**config.mk**
```make
export PLATFORM = sky130hd
export DESIGN_NAME = axi4lite_master_cmd_flat
export DESIGN_NICKNAME = d
export VERILOG_FILES = /design/src/rtl/axi4lite_pkg.sv /design/src/rtl/axi4lite_master_cmd_if.sv /design/src/rtl/axi4lite_master_cmd.sv /design/src/flat_wrapper.sv
export SDC_FILE = /design/constraint.sdc
export NUM_CORES = 1
export LEC_CHECK = 0
export ABC_AREA = 1
export BUFFER_PORTS_ARGS = -buffer_cell sky130_fd_sc_hd__buf_2
export CAP_MARGIN = 20
export CORE_ASPECT_RATIO = 1.75
export CORE_MARGIN = 4
export CORE_UTILIZATION = 41
export CTS_CLUSTER_SIZE = 40
export DETAILED_ROUTE_END_ITERATION = 12
export GPL_ROUTABILITY_DRIVEN = 0
export GPL_TIMING_DRIVEN = 1
export MAX_ROUTING_LAYER = met4
export PLACE_DENSITY = 0.87
export SLEW_MARGIN = 20
export SYNTH_ARGS = -nofsm -noshare
export SYNTH_HDL_FRONTEND = slang
export SYNTH_SLANG_ARGS = --single-unit
```
**constraint.sdc**
```tcl
create_clock -name aclk -period 1.3 [get_ports aclk]
set_input_delay 0.26 -clock aclk [delete_from_list [all_inputs] [get_ports aclk]]
set_output_delay 0.26 -clock aclk [all_outputs]
set_load 0.02 [all_outputs]
```
**src/rtl/axi4lite_pkg.sv**
```systemverilog
// Shared definitions for the AXI4-Lite command master.
//   state_e     : FSM state encoding (ST_IDLE .. ST_RD_RESP)
//   RESP_*      : AXI BRESP/RRESP codes
package axi4lite_pkg;

   typedef enum logic [2:0] {
      ST_IDLE    = 3'd0,
      ST_WR_REQ  = 3'd1,
      ST_WR_RESP = 3'd2,
      ST_RD_REQ  = 3'd3,
      ST_RD_RESP = 3'd4
   } state_e;

   localparam logic [1:0] RESP_OKAY   = 2'b00;
   localparam logic [1:0] RESP_EXOKAY = 2'b01;
   localparam logic [1:0] RESP_SLVERR = 2'b10;
   localparam logic [1:0] RESP_DECERR = 2'b11;

endpackage

```
**src/rtl/axi4lite_master_cmd_if.sv**
```systemverilog
// AXI4-Lite bus bundle (AW, W, B, AR, R channels).
//   master modport : drives valids on AW/W/AR, readies on B/R, address/data payload
//   slave modport  : mirror image
interface axi4lite_master_cmd_if #(
   parameter int unsigned ADDR_WIDTH = 32
);
   import axi4lite_pkg::*;

   logic                  awvalid;
   logic                  awready;
   logic [ADDR_WIDTH-1:0] awaddr;
   logic [2:0]            awprot;
   logic                  wvalid;
   logic                  wready;
   logic [31:0]           wdata;
   logic [3:0]            wstrb;
   logic                  bvalid;
   logic                  bready;
   logic [1:0]            bresp;
   logic                  arvalid;
   logic                  arready;
   logic [ADDR_WIDTH-1:0] araddr;
   logic [2:0]            arprot;
   logic                  rvalid;
   logic                  rready;
   logic [31:0]           rdata;
   logic [1:0]            rresp;

   modport master (
      output awvalid, awaddr, awprot, wvalid, wdata, wstrb, bready,
             arvalid, araddr, arprot, rready,
      input  awready, wready, bvalid, bresp, arready, rvalid, rdata, rresp
   );

   modport slave (
      input  awvalid, awaddr, awprot, wvalid, wdata, wstrb, bready,
             arvalid, araddr, arprot, rready,
      output awready, wready, bvalid, bresp, arready, rvalid, rdata, rresp
   );

endinterface

```
**src/rtl/axi4lite_master_cmd.sv**
```systemverilog
// AXI4-Lite initiator: turns a single-command register access into one AXI4-Lite
// write or read transaction, one outstanding at a time.
//   aclk, aresetn              : clock, async active-low reset
//   cmd_valid/cmd_ready        : command handshake; cmd_wr selects write (1) / read (0)
//   cmd_addr/cmd_wdata/wstrb   : command payload, captured on accept
//   rsp_valid                  : one-cycle response pulse with rsp_wr/rsp_rdata/rsp_resp
//   busy                       : transaction in flight
//   axi                        : AXI4-Lite master channels
module axi4lite_master_cmd
   import axi4lite_pkg::*;
#(
   parameter int unsigned ADDR_WIDTH = 32,
   parameter logic [2:0]  PROT       = 3'b000
) (
   input  logic                  aclk,
   input  logic                  aresetn,
   input  logic                  cmd_valid,
   output logic                  cmd_ready,
   input  logic                  cmd_wr,
   input  logic [ADDR_WIDTH-1:0] cmd_addr,
   input  logic [31:0]           cmd_wdata,
   input  logic [3:0]            cmd_wstrb,
   output logic                  rsp_valid,
   output logic                  rsp_wr,
   output logic [31:0]           rsp_rdata,
   output logic [1:0]            rsp_resp,
   output logic                  busy,
   axi4lite_master_cmd_if.master axi
);

   state_e                state_q, state_d;
   logic                  cmd_ready_q, cmd_ready_d;
   logic                  awvalid_q, awvalid_d;
   logic                  wvalid_q, wvalid_d;
   logic                  arvalid_q, arvalid_d;
   logic                  bready_q, bready_d;
   logic                  rready_q, rready_d;
   logic                  aw_done_q, aw_done_d;
   logic                  w_done_q, w_done_d;
   logic [ADDR_WIDTH-1:0] addr_q, addr_d;
   logic [31:0]           wdata_q, wdata_d;
   logic [3:0]            wstrb_q, wstrb_d;
   logic                  rsp_valid_q, rsp_valid_d;
   logic                  rsp_wr_q, rsp_wr_d;
   logic [31:0]           rsp_rdata_q, rsp_rdata_d;
   logic [1:0]            rsp_resp_q, rsp_resp_d;

   logic aw_hs, w_hs, b_hs, ar_hs, r_hs;

   assign aw_hs = awvalid_q & axi.awready;
   assign w_hs  = wvalid_q  & axi.wready;
   assign b_hs  = bready_q  & axi.bvalid;
   assign ar_hs = arvalid_q & axi.arready;
   assign r_hs  = rready_q  & axi.rvalid;

   always_comb begin
      state_d     = state_q;
      awvalid_d   = awvalid_q;
      wvalid_d    = wvalid_q;
      arvalid_d   = arvalid_q;
      bready_d    = bready_q;
      rready_d    = rready_q;
      aw_done_d   = aw_done_q;
      w_done_d    = w_done_q;
      addr_d      = addr_q;
      wdata_d     = wdata_q;
      wstrb_d     = wstrb_q;
      rsp_valid_d = 1'b0;
      rsp_wr_d    = rsp_wr_q;
      rsp_rdata_d = rsp_rdata_q;
      rsp_resp_d  = rsp_resp_q;

      case (state_q)
         ST_IDLE: begin
            // Payload registers only ever load here, so they are stable under any valid.
            if (cmd_valid && cmd_ready_q) begin
               addr_d  = cmd_addr;
               wdata_d = cmd_wdata;
               wstrb_d = cmd_wstrb;
               if (cmd_wr) begin
                  state_d   = ST_WR_REQ;
                  awvalid_d = 1'b1;
                  wvalid_d  = 1'b1;
                  aw_done_d = 1'b0;
                  w_done_d  = 1'b0;
               end else begin
                  state_d   = ST_RD_REQ;
                  arvalid_d = 1'b1;
               end
            end
         end
         ST_WR_REQ: begin
            if (aw_hs) begin
               awvalid_d = 1'b0;
               aw_done_d = 1'b1;
            end
            if (w_hs) begin
               wvalid_d = 1'b0;
               w_done_d = 1'b1;
            end
            // Uses the _d flags so a same-cycle AW/W completion advances immediately.
            if (aw_done_d && w_done_d) begin
               state_d   = ST_WR_RESP;
               bready_d  = 1'b1;
               aw_done_d = 1'b0;
               w_done_d  = 1'b0;
            end
         end
         ST_WR_RESP: begin
            if (b_hs) begin
               state_d     = ST_IDLE;
               bready_d    = 1'b0;
               rsp_valid_d = 1'b1;
               rsp_wr_d    = 1'b1;
               rsp_rdata_d = 32'h0;
               rsp_resp_d  = axi.bresp;
            end
         end
         ST_RD_REQ: begin
            if (ar_hs) begin
               state_d   = ST_RD_RESP;
               arvalid_d = 1'b0;
               rready_d  = 1'b1;
            end
         end
         ST_RD_RESP: begin
            if (r_hs) begin
               state_d     = ST_IDLE;
               rready_d    = 1'b0;
               rsp_valid_d = 1'b1;
               rsp_wr_d    = 1'b0;
               rsp_rdata_d = axi.rdata;
               rsp_resp_d  = axi.rresp;
            end
         end
         default: state_d = ST_IDLE;
      endcase

      // Registered ready: high in every cycle the FSM sits in IDLE, including the
      // response cycle, which allows back-to-back accepts.
      cmd_ready_d = (state_d == ST_IDLE);
   end

   always_ff @(posedge aclk or negedge aresetn) begin
      if (!aresetn) begin
         state_q     <= ST_IDLE;
         cmd_ready_q <= 1'b0;
         awvalid_q   <= 1'b0;
         wvalid_q    <= 1'b0;
         arvalid_q   <= 1'b0;
         bready_q    <= 1'b0;
         rready_q    <= 1'b0;
         aw_done_q   <= 1'b0;
         w_done_q    <= 1'b0;
         addr_q      <= '0;
         wdata_q     <= 32'h0;
         wstrb_q     <= 4'h0;
         rsp_valid_q <= 1'b0;
         rsp_wr_q    <= 1'b0;
         rsp_rdata_q <= 32'h0;
         rsp_resp_q  <= 2'b00;
      end else begin
         state_q     <= state_d;
         cmd_ready_q <= cmd_ready_d;
         awvalid_q   <= awvalid_d;
         wvalid_q    <= wvalid_d;
         arvalid_q   <= arvalid_d;
         bready_q    <= bready_d;
         rready_q    <= rready_d;
         aw_done_q   <= aw_done_d;
         w_done_q    <= w_done_d;
         addr_q      <= addr_d;
         wdata_q     <= wdata_d;
         wstrb_q     <= wstrb_d;
         rsp_valid_q <= rsp_valid_d;
         rsp_wr_q    <= rsp_wr_d;
         rsp_rdata_q <= rsp_rdata_d;
         rsp_resp_q  <= rsp_resp_d;
      end
   end

   assign cmd_ready   = cmd_ready_q;
   assign busy        = (state_q != ST_IDLE);
   assign rsp_valid   = rsp_valid_q;
   assign rsp_wr      = rsp_wr_q;
   assign rsp_rdata   = rsp_rdata_q;
   assign rsp_resp    = rsp_resp_q;

   assign axi.awvalid = awvalid_q;
   assign axi.awaddr  = addr_q;
   assign axi.awprot  = PROT;
   assign axi.wvalid  = wvalid_q;
   assign axi.wdata   = wdata_q;
   assign axi.wstrb   = wstrb_q;
   assign axi.bready  = bready_q;
   assign axi.arvalid = arvalid_q;
   assign axi.araddr  = addr_q;
   assign axi.arprot  = PROT;
   assign axi.rready  = rready_q;

endmodule

```
**src/flat_wrapper.sv**
```systemverilog
// flat-port wrapper written by rule: the top's interface ports become plain ports
module axi4lite_master_cmd_flat import axi4lite_pkg::*;
#(
   parameter int unsigned ADDR_WIDTH = 32,
   parameter logic [2:0]  PROT       = 3'b000
)
  (aclk, aresetn, cmd_valid, cmd_ready, cmd_wr, cmd_addr, cmd_wdata, cmd_wstrb, rsp_valid, rsp_wr, rsp_rdata, rsp_resp, busy, axi_awvalid, axi_awaddr, axi_awprot, axi_wvalid, axi_wdata, axi_wstrb, axi_bready, axi_arvalid, axi_araddr, axi_arprot, axi_rready, axi_awready, axi_wready, axi_bvalid, axi_bresp, axi_arready, axi_rvalid, axi_rdata, axi_rresp);
  axi4lite_master_cmd_if #(.ADDR_WIDTH(ADDR_WIDTH)) axi_i ();
  input  logic aclk;
  input  logic aresetn;
  input  logic cmd_valid;
  output logic cmd_ready;
  input  logic cmd_wr;
  input  logic [ADDR_WIDTH-1:0] cmd_addr;
  input  logic [31:0] cmd_wdata;
  input  logic [3:0] cmd_wstrb;
  output logic rsp_valid;
  output logic rsp_wr;
  output logic [31:0] rsp_rdata;
  output logic [1:0] rsp_resp;
  output logic busy;
  output wire logic [$bits(axi_i.awvalid)-1:0] axi_awvalid;
  output wire logic [$bits(axi_i.awaddr)-1:0] axi_awaddr;
  output wire logic [$bits(axi_i.awprot)-1:0] axi_awprot;
  output wire logic [$bits(axi_i.wvalid)-1:0] axi_wvalid;
  output wire logic [$bits(axi_i.wdata)-1:0] axi_wdata;
  output wire logic [$bits(axi_i.wstrb)-1:0] axi_wstrb;
  output wire logic [$bits(axi_i.bready)-1:0] axi_bready;
  output wire logic [$bits(axi_i.arvalid)-1:0] axi_arvalid;
  output wire logic [$bits(axi_i.araddr)-1:0] axi_araddr;
  output wire logic [$bits(axi_i.arprot)-1:0] axi_arprot;
  output wire logic [$bits(axi_i.rready)-1:0] axi_rready;
  input wire logic [$bits(axi_i.awready)-1:0] axi_awready;
  input wire logic [$bits(axi_i.wready)-1:0] axi_wready;
  input wire logic [$bits(axi_i.bvalid)-1:0] axi_bvalid;
  input wire logic [$bits(axi_i.bresp)-1:0] axi_bresp;
  input wire logic [$bits(axi_i.arready)-1:0] axi_arready;
  input wire logic [$bits(axi_i.rvalid)-1:0] axi_rvalid;
  input wire logic [$bits(axi_i.rdata)-1:0] axi_rdata;
  input wire logic [$bits(axi_i.rresp)-1:0] axi_rresp;
  assign axi_awvalid = axi_i.awvalid;
  assign axi_awaddr = axi_i.awaddr;
  assign axi_awprot = axi_i.awprot;
  assign axi_wvalid = axi_i.wvalid;
  assign axi_wdata = axi_i.wdata;
  assign axi_wstrb = axi_i.wstrb;
  assign axi_bready = axi_i.bready;
  assign axi_arvalid = axi_i.arvalid;
  assign axi_araddr = axi_i.araddr;
  assign axi_arprot = axi_i.arprot;
  assign axi_rready = axi_i.rready;
  assign axi_i.awready = axi_awready;
  assign axi_i.wready = axi_wready;
  assign axi_i.bvalid = axi_bvalid;
  assign axi_i.bresp = axi_bresp;
  assign axi_i.arready = axi_arready;
  assign axi_i.rvalid = axi_rvalid;
  assign axi_i.rdata = axi_rdata;
  assign axi_i.rresp = axi_rresp;
  axi4lite_master_cmd #(.ADDR_WIDTH(ADDR_WIDTH), .PROT(PROT)) u_core (.aclk(aclk), .aresetn(aresetn), .cmd_valid(cmd_valid), .cmd_ready(cmd_ready), .cmd_wr(cmd_wr), .cmd_addr(cmd_addr), .cmd_wdata(cmd_wdata), .cmd_wstrb(cmd_wstrb), .rsp_valid(rsp_valid), .rsp_wr(rsp_wr), .rsp_rdata(rsp_rdata), .rsp_resp(rsp_resp), .busy(busy), .axi(axi_i));
endmodule
```
==> run metrics <==
static power due to leakage=4.28 nW; switching power summed over all nets=0.00895 W; critical path data arrival time=between 1000 and 1500 ps; number of non-filler instances in the completed layout=1006; met2 Use GR=0.384; DRC marker count from the first detailed-route iteration=221; worst hold slack across all endpoints=50.7 ps; post-synthesis register bit count=between 100 and 150; number of warnings reported in the yosys synthesis log=0; vias per cell=4.85; Critical Path Source Type=flip-flop; biggest fanout along the worst timing path=2; top library cells by usage in the layout, fill and taps aside=sky130_fd_sc_hd__buf_2, sky130_fd_sc_hd__nand2_1, sky130_fd_sc_hd__dfrtp_1, sky130_fd_sc_hd__o21ai_1, sky130_fd_sc_hd__nand3_1; Final period util=1.18; CTS Sinks=115; endpoint kind of the worst setup timing path=output pin; Final Hold Fails=0; Switching Fraction=0.427; number of antenna violations at the first check in global routing=0; Post-Route Skew=12.7 ps; number of standard cells after synthesis=~570; unrepaired setup endpoints after global routing=true; clock tree from TritonCTS=done; total global routing overflow=0; vias post-DR=4879; Setup TNS=-16220 ps; number of port buffers=255; layer with the highest usage=met2; peak clock frequency supported by timing=655 MHz; Root Driver=sky130_fd_sc_hd__clkbuf_16; met3 global-route usage=0.0443; Worst-path clk slew=60 ps; fraction of power consumed by combinational cells=0.476; met1 Resource Use GR=0.216; DIE AREA=14200 um2; part of the power in the clock network=0.227; fraction of the yosys area taken by sequential cells=0.573; placeable core region=approximately 12000 um2; number of rows created at floorplan=53; boundary pin count=262; antenna diode count=0; Routed Antenna Nets=0; Critical Path RT=around 1000 ps; status=finished with violations; Worst Slack Setup Final=-228 ps; fill count=between 900 and 1000; Synth cell types=19; post-route design area=7540 um2; all-layer global routing usage=0.211; fraction of layout instances using a drive strength above 1=0.420; Die Height=154 um; Finish-stage setup viols=around 110; insertion delay of the later-clocked pin in the worst-skew pair=410 ps; pins over their slew limit=0; number of iterations in the first detailed-routing pass=7; DP HPWL=roughly 10000 um; final routed DRC violation total=0; CTS Buf Count=17; highest ir drop seen on vdd=1460 uV; pin count of the biggest net entering global routing=57; Initial Util=0.418; wire length reported by the detailed router=16800 um; Total Nets Final=941; Synth Area per Inst=8.78 um2; Hold Crit Class=in2reg; Worst Setup Path Type=reg2out; total placed instance area=6280 um2; power density relative to cell area=2780 nW/um2; violations in the final reports=setup timing; number of instances in the placed design=944; Max Cap Violations=0; share of power burned in registers=0.297; Syn-to-layout area delta=50.2%; via count of the first global-routing pass=4682; horizontal die dimension=roughly 90 um; wire per inst=~17 um; CTS Buffer Depth=2; leading cell type in the layout, fill and taps excluded=sky130_fd_sc_hd__buf_2; final critical path time including I/O delays and setup=between 1500 and 2000 ps; setup slack at placement=-27.0 ps; global-route wire length before repair=23000 um; total number of H-tree levels=4; area of the mapped netlist=5020 um2; Int Pwr=0.0120 W
-- layout make-up --
class / count / area (um2) / area share
well taps: 165 / 206 / 0.0274
repair buffers: 302 / 2080 / 0.276
flip-flops and latches: 115 / 2880 / 0.382
clock inverters: 12 / 155 / 0.0206
inverters: 43 / 161 / 0.0214
clock buffers: 20 / 457 / 0.0605
multi-input cells: 349 / 1600 / 0.213
-- sequential cells by signal, indices dropped and copies added, names as in the netlist --
name                count
u_core.axi.wstrb        4
u_core.axi.bready       1
u_core.axi.rready       1
u_core.axi.arvalid      1
u_core.w_done_q         1
u_core.rsp_resp         2
u_core.rsp_rdata       32
u_core.axi.wvalid       1
u_core.rsp_wr           1
u_core.rsp_valid        1
u_core.aw_done_q        1
u_core.cmd_ready        1
u_core.axi.wdata       32
u_core.state_q          3
u_core.axi.araddr      32
u_core.axi.awvalid      1
-- cells in the mapped netlist --
| cell type | n | share of area |
|---|---|---|
| sky130_fd_sc_hd__a21boi_0 | 2 | 0.0030 |
| sky130_fd_sc_hd__buf_2 | 8 | 0.0080 |
| sky130_fd_sc_hd__buf_4 | 41 | 0.061 |
| sky130_fd_sc_hd__buf_6 | 4 | 0.0090 |
| sky130_fd_sc_hd__clkbuf_1 | 17 | 0.013 |
| sky130_fd_sc_hd__conb_1 | 1 | 0.00075 |
| sky130_fd_sc_hd__dfrtp_1 | 115 | 0.57 |
| sky130_fd_sc_hd__inv_1 | 42 | 0.031 |
| sky130_fd_sc_hd__inv_2 | 1 | 0.00075 |
| sky130_fd_sc_hd__nand2_1 | 175 | 0.13 |
| sky130_fd_sc_hd__nand2_2 | 1 | 0.0012 |
| sky130_fd_sc_hd__nand2_4 | 1 | 0.0022 |
| sky130_fd_sc_hd__nand3_1 | 50 | 0.050 |
| sky130_fd_sc_hd__nand4_1 | 1 | 0.0012 |
| sky130_fd_sc_hd__nand4_2 | 1 | 0.0025 |
| sky130_fd_sc_hd__nor2_1 | 7 | 0.0052 |
| sky130_fd_sc_hd__nor2_4 | 2 | 0.0045 |
| sky130_fd_sc_hd__o21ai_0 | 94 | 0.094 |
| sky130_fd_sc_hd__o21ai_1 | 9 | 0.0090 |
-- final timing paths --
path                                              end  cells past startpoint                 from  slack (ps)
worst max-delay path                             busy                      4    u_core.state_q[0]        -230
worst max register to register    u_core.axi.wstrb[2]                      8    u_core.state_q[0]        -210
min in group asynchronous        u_core.axi.wdata[13]                      3              aresetn         420
worst min register to register    u_core.axi.wdata[7]                      2  u_core.axi.wdata[7]         470
worst min-delay path             u_core.axi.wdata[30]                      3        cmd_wdata[30]          50
max in group asynchronous       u_core.axi.araddr[18]                      3              aresetn         450
-- power groups by stage --
stage	Clock, W	Sequential (W)	Combinational, W
5_1_grt	0.00499	0.00645	0.0107
4_1_cts	0.00482	0.00619	0.00929
2_1_floorplan	0	0.00814	0.00389
6_report	0.00476	0.00623	0.00998
3_3_place_gp	0	0.00618	0.00836
3_5_place_dp	0	0.00621	0.00856
-- metrics by stage --
| stage | util | total power [W] |
|---|---|---|
| CTS | 0.591 | 0.0203 |
| finish | 0.628 | 0.0210 |
| global route | 0.628 | 0.0221 |
| global placement | 0.523 | 0.0145 |
| floorplan | - | 0.0120 |
| detailed placement | 0.523 | 0.0148 |
-- metal layers --
layer,up-vias,part of all wire
met5,-,0
met4,0,0.025
met3,28,0.071
met2,259,0.56
li1,2301,-
met1,2291,0.34
-- cells by family after synthesis --
| group | Yosys count | share of synthesized area |
|---|---|---|
| other cells | 1 | 0.000747 |
| simple gates | 238 | 0.198 |
| compound gates | 105 | 0.106 |
| buf+inv | 113 | 0.123 |
| flops | 115 | 0.573 |
-- what timing repair did --
item | in CTS | in global routing
gates cloned | 4 | 16
resized for setup | 46 | 41
pin swaps | 3 | 4
endpoints found under the setup margin | 16 | 113
endpoints found under the hold margin | 115 | 0
hold buffers | 1 | 0
buffers inserted | 5 | 4
-- critical path, cell delays in order (launching register included) --
cell and delay [ps]:
sky130_fd_sc_hd__dfrtp_1 410, sky130_fd_sc_hd__nor2_4 150, sky130_fd_sc_hd__nand2_4 70, sky130_fd_sc_hd__buf_12 130, sky130_fd_sc_hd__buf_8 120
Power figures use the tool's default switching activity.
